==> config.mk <==
export PLATFORM = sky130hd
export DESIGN_NAME = mem_result_reader
export DESIGN_NICKNAME = d
export VERILOG_FILES = /design/src/rtl/reader_pkg.sv /design/src/rtl/mem_result_reader.sv
export SDC_FILE = /design/constraint.sdc
export NUM_CORES = 1
export LEC_CHECK = 0
export CAP_MARGIN = 5
export CORE_ASPECT_RATIO = 0.8
export CORE_MARGIN = 3
export CORE_UTILIZATION = 35
export DETAILED_ROUTE_END_ITERATION = 10
export SLEW_MARGIN = 20
export SYNTH_ARGS = -nofsm -noshare
export SYNTH_HDL_FRONTEND = slang
export SYNTH_SLANG_ARGS = --single-unit
==> constraint.sdc <==
create_clock -name clk -period 2.8 [get_ports clk]
set_input_delay 0.56 -clock clk [delete_from_list [all_inputs] [get_ports clk]]
set_output_delay 0.56 -clock clk [all_outputs]
set_load 0.01 [all_outputs]
==> src/rtl/reader_pkg.sv <==
// rtl/reader_pkg.sv - shared types and defaults for the memory result reader
package reader_pkg;

  localparam int WORD_W = 16;

  localparam int DEF_BASE_ADDR = 1000;
  localparam int DEF_NUM_WORDS = 10;
  localparam int DEF_STRIDE    = 2;

  typedef enum logic [2:0] {
    ST_IDLE,
    ST_REQ,
    ST_READ,
    ST_SEND,
    ST_DONE
  } state_t;

endpackage

==> src/rtl/mem_result_reader.sv <==
// rtl/mem_result_reader.sv - sweeps result words out of data memory onto a valid/ready port (optional READER_CHECKSUM_EN running sum)
module mem_result_reader
  import reader_pkg::*;
#(
  parameter int BASE_ADDR = DEF_BASE_ADDR,
  parameter int NUM_WORDS = DEF_NUM_WORDS,
  parameter int STRIDE    = DEF_STRIDE
) (
  input  logic              clk,
  input  logic              rst,
  input  logic              start,
  output logic              bus_req,
  input  logic              bus_gnt,
  output logic [WORD_W-1:0] addr,
  output logic              en,
  input  logic [WORD_W-1:0] rd_data,
  output logic [WORD_W-1:0] out_data,
  output logic [WORD_W-1:0] out_idx,
  output logic              out_valid,
  input  logic              out_ready,
  output logic              busy,
  output logic              done,
  output logic [WORD_W-1:0] checksum
);

  localparam logic [WORD_W-1:0] BASE16   = WORD_W'(BASE_ADDR);
  localparam logic [WORD_W-1:0] STRIDE16 = WORD_W'(STRIDE);
  localparam logic [WORD_W-1:0] LAST_IDX = WORD_W'(NUM_WORDS - 1);

  state_t            state_q;
  state_t            state_d;
  logic [WORD_W-1:0] idx_q;
  logic              last_word;
  logic              capture;

  assign last_word = (idx_q == LAST_IDX);
  assign capture   = (state_q == ST_READ) && bus_gnt;

  // The bus is released outside a sweep, so the address collapses to zero then.
  assign addr = bus_req ? WORD_W'(BASE16 + idx_q * STRIDE16) : '0;
  assign en   = 1'b0;

  // State register.
  always_ff @(posedge clk or negedge rst) begin
    if (!rst) begin
      state_q <= ST_IDLE;
    end else begin
      state_q <= state_d;
    end
  end

  // Next-state and state-decoded outputs.
  always_comb begin
    state_d   = state_q;
    bus_req   = 1'b0;
    busy      = 1'b0;
    out_valid = 1'b0;
    done      = 1'b0;
    case (state_q)
      ST_IDLE: begin
        if (start) state_d = ST_REQ;
      end
      ST_REQ: begin
        bus_req = 1'b1;
        busy    = 1'b1;
        if (bus_gnt) state_d = ST_READ;
      end
      ST_READ: begin
        bus_req = 1'b1;
        busy    = 1'b1;
        if (bus_gnt) state_d = ST_SEND;
      end
      ST_SEND: begin
        bus_req   = 1'b1;
        busy      = 1'b1;
        out_valid = 1'b1;
        if (out_ready) state_d = last_word ? ST_DONE : ST_READ;
      end
      ST_DONE: begin
        done = 1'b1;
        if (start) state_d = ST_REQ;
      end
      default: state_d = ST_IDLE;
    endcase
  end

  // Word index and the captured output word; data is frozen for the whole SEND.
  always_ff @(posedge clk or negedge rst) begin
    if (!rst) begin
      idx_q    <= '0;
      out_data <= '0;
      out_idx  <= '0;
    end else begin
      if ((state_q == ST_IDLE || state_q == ST_DONE) && start) begin
        idx_q <= '0;
      end
      if (capture) begin
        out_data <= rd_data;
        out_idx  <= idx_q;
      end
      if (state_q == ST_SEND && out_ready && !last_word) begin
        idx_q <= idx_q + 1'b1;
      end
    end
  end

`ifdef READER_CHECKSUM_EN
  logic [WORD_W-1:0] sum_q;

  // Running wrap-around sum of every captured word, cleared when a sweep starts.
  always_ff @(posedge clk or negedge rst) begin
    if (!rst) begin
      sum_q <= '0;
    end else if ((state_q == ST_IDLE || state_q == ST_DONE) && start) begin
      sum_q <= '0;
    end else if (capture) begin
      sum_q <= sum_q + rd_data;
    end
  end

  assign checksum = sum_q;
`else
  assign checksum = '0;
`endif

endmodule

==> impl_metrics.yaml <==
run_status:
  run_status: "finished clean"
global_routing:
  initial_antenna_violation_count: 0
  grt_start_max_net_pins: 20
  globalRouteTotalUtil: 0.154
  global_route_wire_length_before_repair_um: 11100
  gr-total-overflow: 0
  first_global_vias: 2165
setup_path:
  worstSetupPathDepth: 6
  cp_num_buf_inv: 2
  worst-endpoint-arrival_ns: 2.16
  timing.critical_path.fanout_max: 9
  count_of_cells_along_the_worst_register_to_register_path: 5
  timing_worst_setup_path_type: "reg2out"
  critical_path.startpoint_type: "register"
  family_of_cells_with_the_greatest_summed_delay_on_the_critical_path: "simple AND/OR/NAND/NOR gates"
  timing.critical_path.required_ns: 2.24
  path_cells: "or4_1 > buf_6 > o311ai_2 > xor2_1 > nor2_1 > dlygate4sd2_1"
  cpPeakStageDelay_ns: 0.55
  cp_capture_type: "output pin"
  critPathSlowestCell: "sky130_fd_sc_hd__or4_1"
synth:
  average_footprint_of_a_synthesized_cell_um2: 10.6
  synth_async_sr_flop_share: 1.00
  largest_family_of_logic_cells_by_synthesized_area: "multiplexers"
  synth_ff_type: "sky130_fd_sc_hd__dfrtp_1"
  synthesis.yosys.warnings: 0
  synth-xor-area-share: 0.0412
  postSynthCellCount: 260
  sequential_element_share_of_the_synthesized_area: 0.462
  ys_ff_latch: 51
  synth_enable_flop_cells: 0
  library_cell_with_the_largest_summed_area_after_synthesis: "sky130_fd_sc_hd__dfrtp_1"
  synth.distinct_cells: 44
  post_synth_and_or_nand_nor_area_fraction: 0.164
  mappedNetlistArea_um2: 2760
  synth.mux.area_fraction: 0.167
  synth_top_area_share: 0.462
  synth_adder_area_share: 0.0181
  post_synth_main_area_contributors: "sky130_fd_sc_hd__dfrtp_1, sky130_fd_sc_hd__mux2_2, sky130_fd_sc_hd__buf_4, sky130_fd_sc_hd__mux2i_1, sky130_fd_sc_hd__nand2_1"
  synth_area_in_compound_gates: 0.0593
final_layout:
  final_common_cell: "sky130_fd_sc_hd__clkdlybuf4s50_1"
  drive_gt1_frac: 0.204
  num-fill-cells: 722
  area_growth_syn_to_layout_pct: 34.0
  multi_input_combinational_cell_area_um2: 1380
  most_frequent_cells_in_the_layout: "sky130_fd_sc_hd__clkdlybuf4s50_1, sky130_fd_sc_hd__dfrtp_1, sky130_fd_sc_hd__mux2_2"
  antenna-diode-count: 0
  final_core_util: 0.492
  final_nets: 357
  sequential_cell_area_um2: 1280
routing:
  wire_per_inst_um: 15.4
  post_route_drc_violation_count: 0
  vias: 2172
  route.final.wire_length_um: 6740
  route.antenna.remaining_nets: 0
  route.detailed.vias_per_inst: 4.96
  detail_route.first_pass.iterations: 4
  drtIter0Drc: 98
cts:
  ctsHoldBuffers: 0
  cts_setup_buffers: 0
  cts_buffers: 5
  cts_max_level: 2
  cts_tree: "built"
  clock_root_buffer_master: "sky130_fd_sc_hd__clkbuf_8"
  cts.clk_slew.worst_paths_ns: 0.10
  clock_net_sink_count: 51
  clkLatencyLatePin_ns: 0.31
  cts_buffer_depth: 2
flow_run:
  cap_viol_max_count: 0
timing:
  worst-slew-pin-transition_ns: 0.629
  finalWorstPathRequiredPeriod_ns: 2.72
  drv_slew: 0
  setup_violating_endpoint_count_in_the_final_report: 0
  fmax_mhz: 368
  final-hold-violation-count: 0
  setup_total_negative_slack_ns: 0
  relSlewSlack: 0.581
  final_min_period_over_clock_period: 0.971
  worst_clock_skew_ns: 0.00459
  unrepaired_setup_endpoints_after_global_routing: "true"
floorplanning:
  num_io_pins: 90
  die_area_um2: 9010
  die_w_um: 105
  start_util: 0.367
  total_number_of_placement_rows: 28
  dieHeight_um: 85.5
  coreArea_um2: 7530
place:
  portBuffers: 71
  place.detailed.hpwl_um: 4780
  place_congestion: 0.846
pwr:
  cellLeakagePower_nw: 1.65
  powerDensity_nw_per_um2: 841
  vdd.ir_drop.worst_uv: 535
hold_path:
  hp-class: "in2async"
==> cells in the mapped netlist, types with 2 or more instances <==
| cell type | count |
|---|---|
| sky130_fd_sc_hd__o21ai_0 | 3 |
| sky130_fd_sc_hd__xnor2_1 | 5 |
| sky130_fd_sc_hd__a21oi_1 | 6 |
| sky130_fd_sc_hd__o311ai_1 | 2 |
| sky130_fd_sc_hd__o211ai_1 | 2 |
| sky130_fd_sc_hd__nand3_1 | 13 |
| sky130_fd_sc_hd__or3_1 | 3 |
| sky130_fd_sc_hd__and4_1 | 2 |
| sky130_fd_sc_hd__nor2_1 | 16 |
| sky130_fd_sc_hd__dfrtp_1 | 51 |
| sky130_fd_sc_hd__mux2i_1 | 10 |
| sky130_fd_sc_hd__clkbuf_1 | 10 |
| sky130_fd_sc_hd__nor3_1 | 5 |
| sky130_fd_sc_hd__nand4_1 | 4 |
| sky130_fd_sc_hd__mux2_2 | 32 |
| sky130_fd_sc_hd__buf_4 | 19 |
| sky130_fd_sc_hd__nor2b_1 | 3 |
| sky130_fd_sc_hd__ha_1 | 4 |
| sky130_fd_sc_hd__o31ai_1 | 3 |
| sky130_fd_sc_hd__inv_1 | 6 |
| sky130_fd_sc_hd__xor2_1 | 8 |
| sky130_fd_sc_hd__and2_1 | 3 |
| sky130_fd_sc_hd__nor3b_1 | 2 |
| sky130_fd_sc_hd__nor4_1 | 3 |
| sky130_fd_sc_hd__buf_2 | 5 |
| sky130_fd_sc_hd__or4_1 | 2 |
| sky130_fd_sc_hd__nand2_1 | 21 |
==> layer usage <==
metal / vias up / share of wire / track usage / wire length, um
met3: 9 / 0.068 / 0.0510 / 459
met4: 0 / 0.014 / 0.0393 / 97
met2: 75 / 0.45 / 0.231 / 3020
met5: - / 0 / 0 / 0
li1: 1020 / - / - / -
met1: 1068 / 0.47 / 0.214 / 3160
==> sequential cells by signal, summed over array words and instances, names as in the netlist <==
name / count
idx_q: 16
state_q: 3
out_data: 16
out_idx: 16
==> logic make-up (layout without fill, tap and decap cells) <==
kind of cell               after synthesis  count (layout)
AOI/OAI and AO/OA                       23              23
xor gates and xnor gates                13              13
adders and majority gates                4               4
buffers and inverters                   42              98
DFF                                     51              51
muxes                                   42              42
other                                    1              18
and+or+nand+nor                         84              84
==> power breakdown <==
part | internal, W | switching (W) | leakage [nW]
logic | 0.000875 | 0.000679 | 0.952
clock network | 0.000202 | 0.000260 | 0.0474
registers | 0.000933 | 0.000166 | 0.656
total | 0.00201 | 0.00111 | 1.65
==> worst paths after layout <==
kind                                   start            to  slack [ns]
max in group asynchronous                rst  out_data[12]        2.05
worst max-delay path                idx_q[5]      addr[12]        0.08
worst min register to register  out_data[12]  out_data[12]        0.51
worst min-delay path                     rst    out_idx[2]        0.15
min in group clk                out_data[12]  out_data[12]        0.51
worst max register to register      idx_q[0]      idx_q[1]        0.83
==> area by class of cell <==
type,instances,share of cell area
clock buffer,6,0.0223
tap,105,0.0355
multi-input combinational,184,0.371
clock inverter,2,0.00439
timing repair buffer,84,0.216
sequential,51,0.344
inverter,6,0.00608
==> per-stage QoR <==
stage	cells	area, um^2	power [W]	setup slack [ns]	hold WS [ns]
after floorplan	277	2830	0.00191	0.615	0.264
after global placement	430	3550	0.00265	0.147	0.488
after detailed placement	430	3550	0.00266	0.151	0.495
after CTS	438	3650	0.00313	0.0258	0.155
after global routing	438	3700	0.00334	-0.0353	0.161
final	438	3700	0.00312	0.0825	0.149
==> worst register-to-register path: stages, from the launching register on <==
cell and delay, ns:
sky130_fd_sc_hd__dfrtp_1 0.49, sky130_fd_sc_hd__ha_1 0.22, sky130_fd_sc_hd__nor4b_1 0.47, sky130_fd_sc_hd__nand4b_4 0.22, sky130_fd_sc_hd__nand2_1 0.28, sky130_fd_sc_hd__mux2i_1 0.22
==> repair_timing <==
action | in CTS | in global routing
resized for setup | 10 | 9
setup endpoints to repair | 7 | 6
pin swaps | 0 | 0
(Power assumes the default switching activity.)
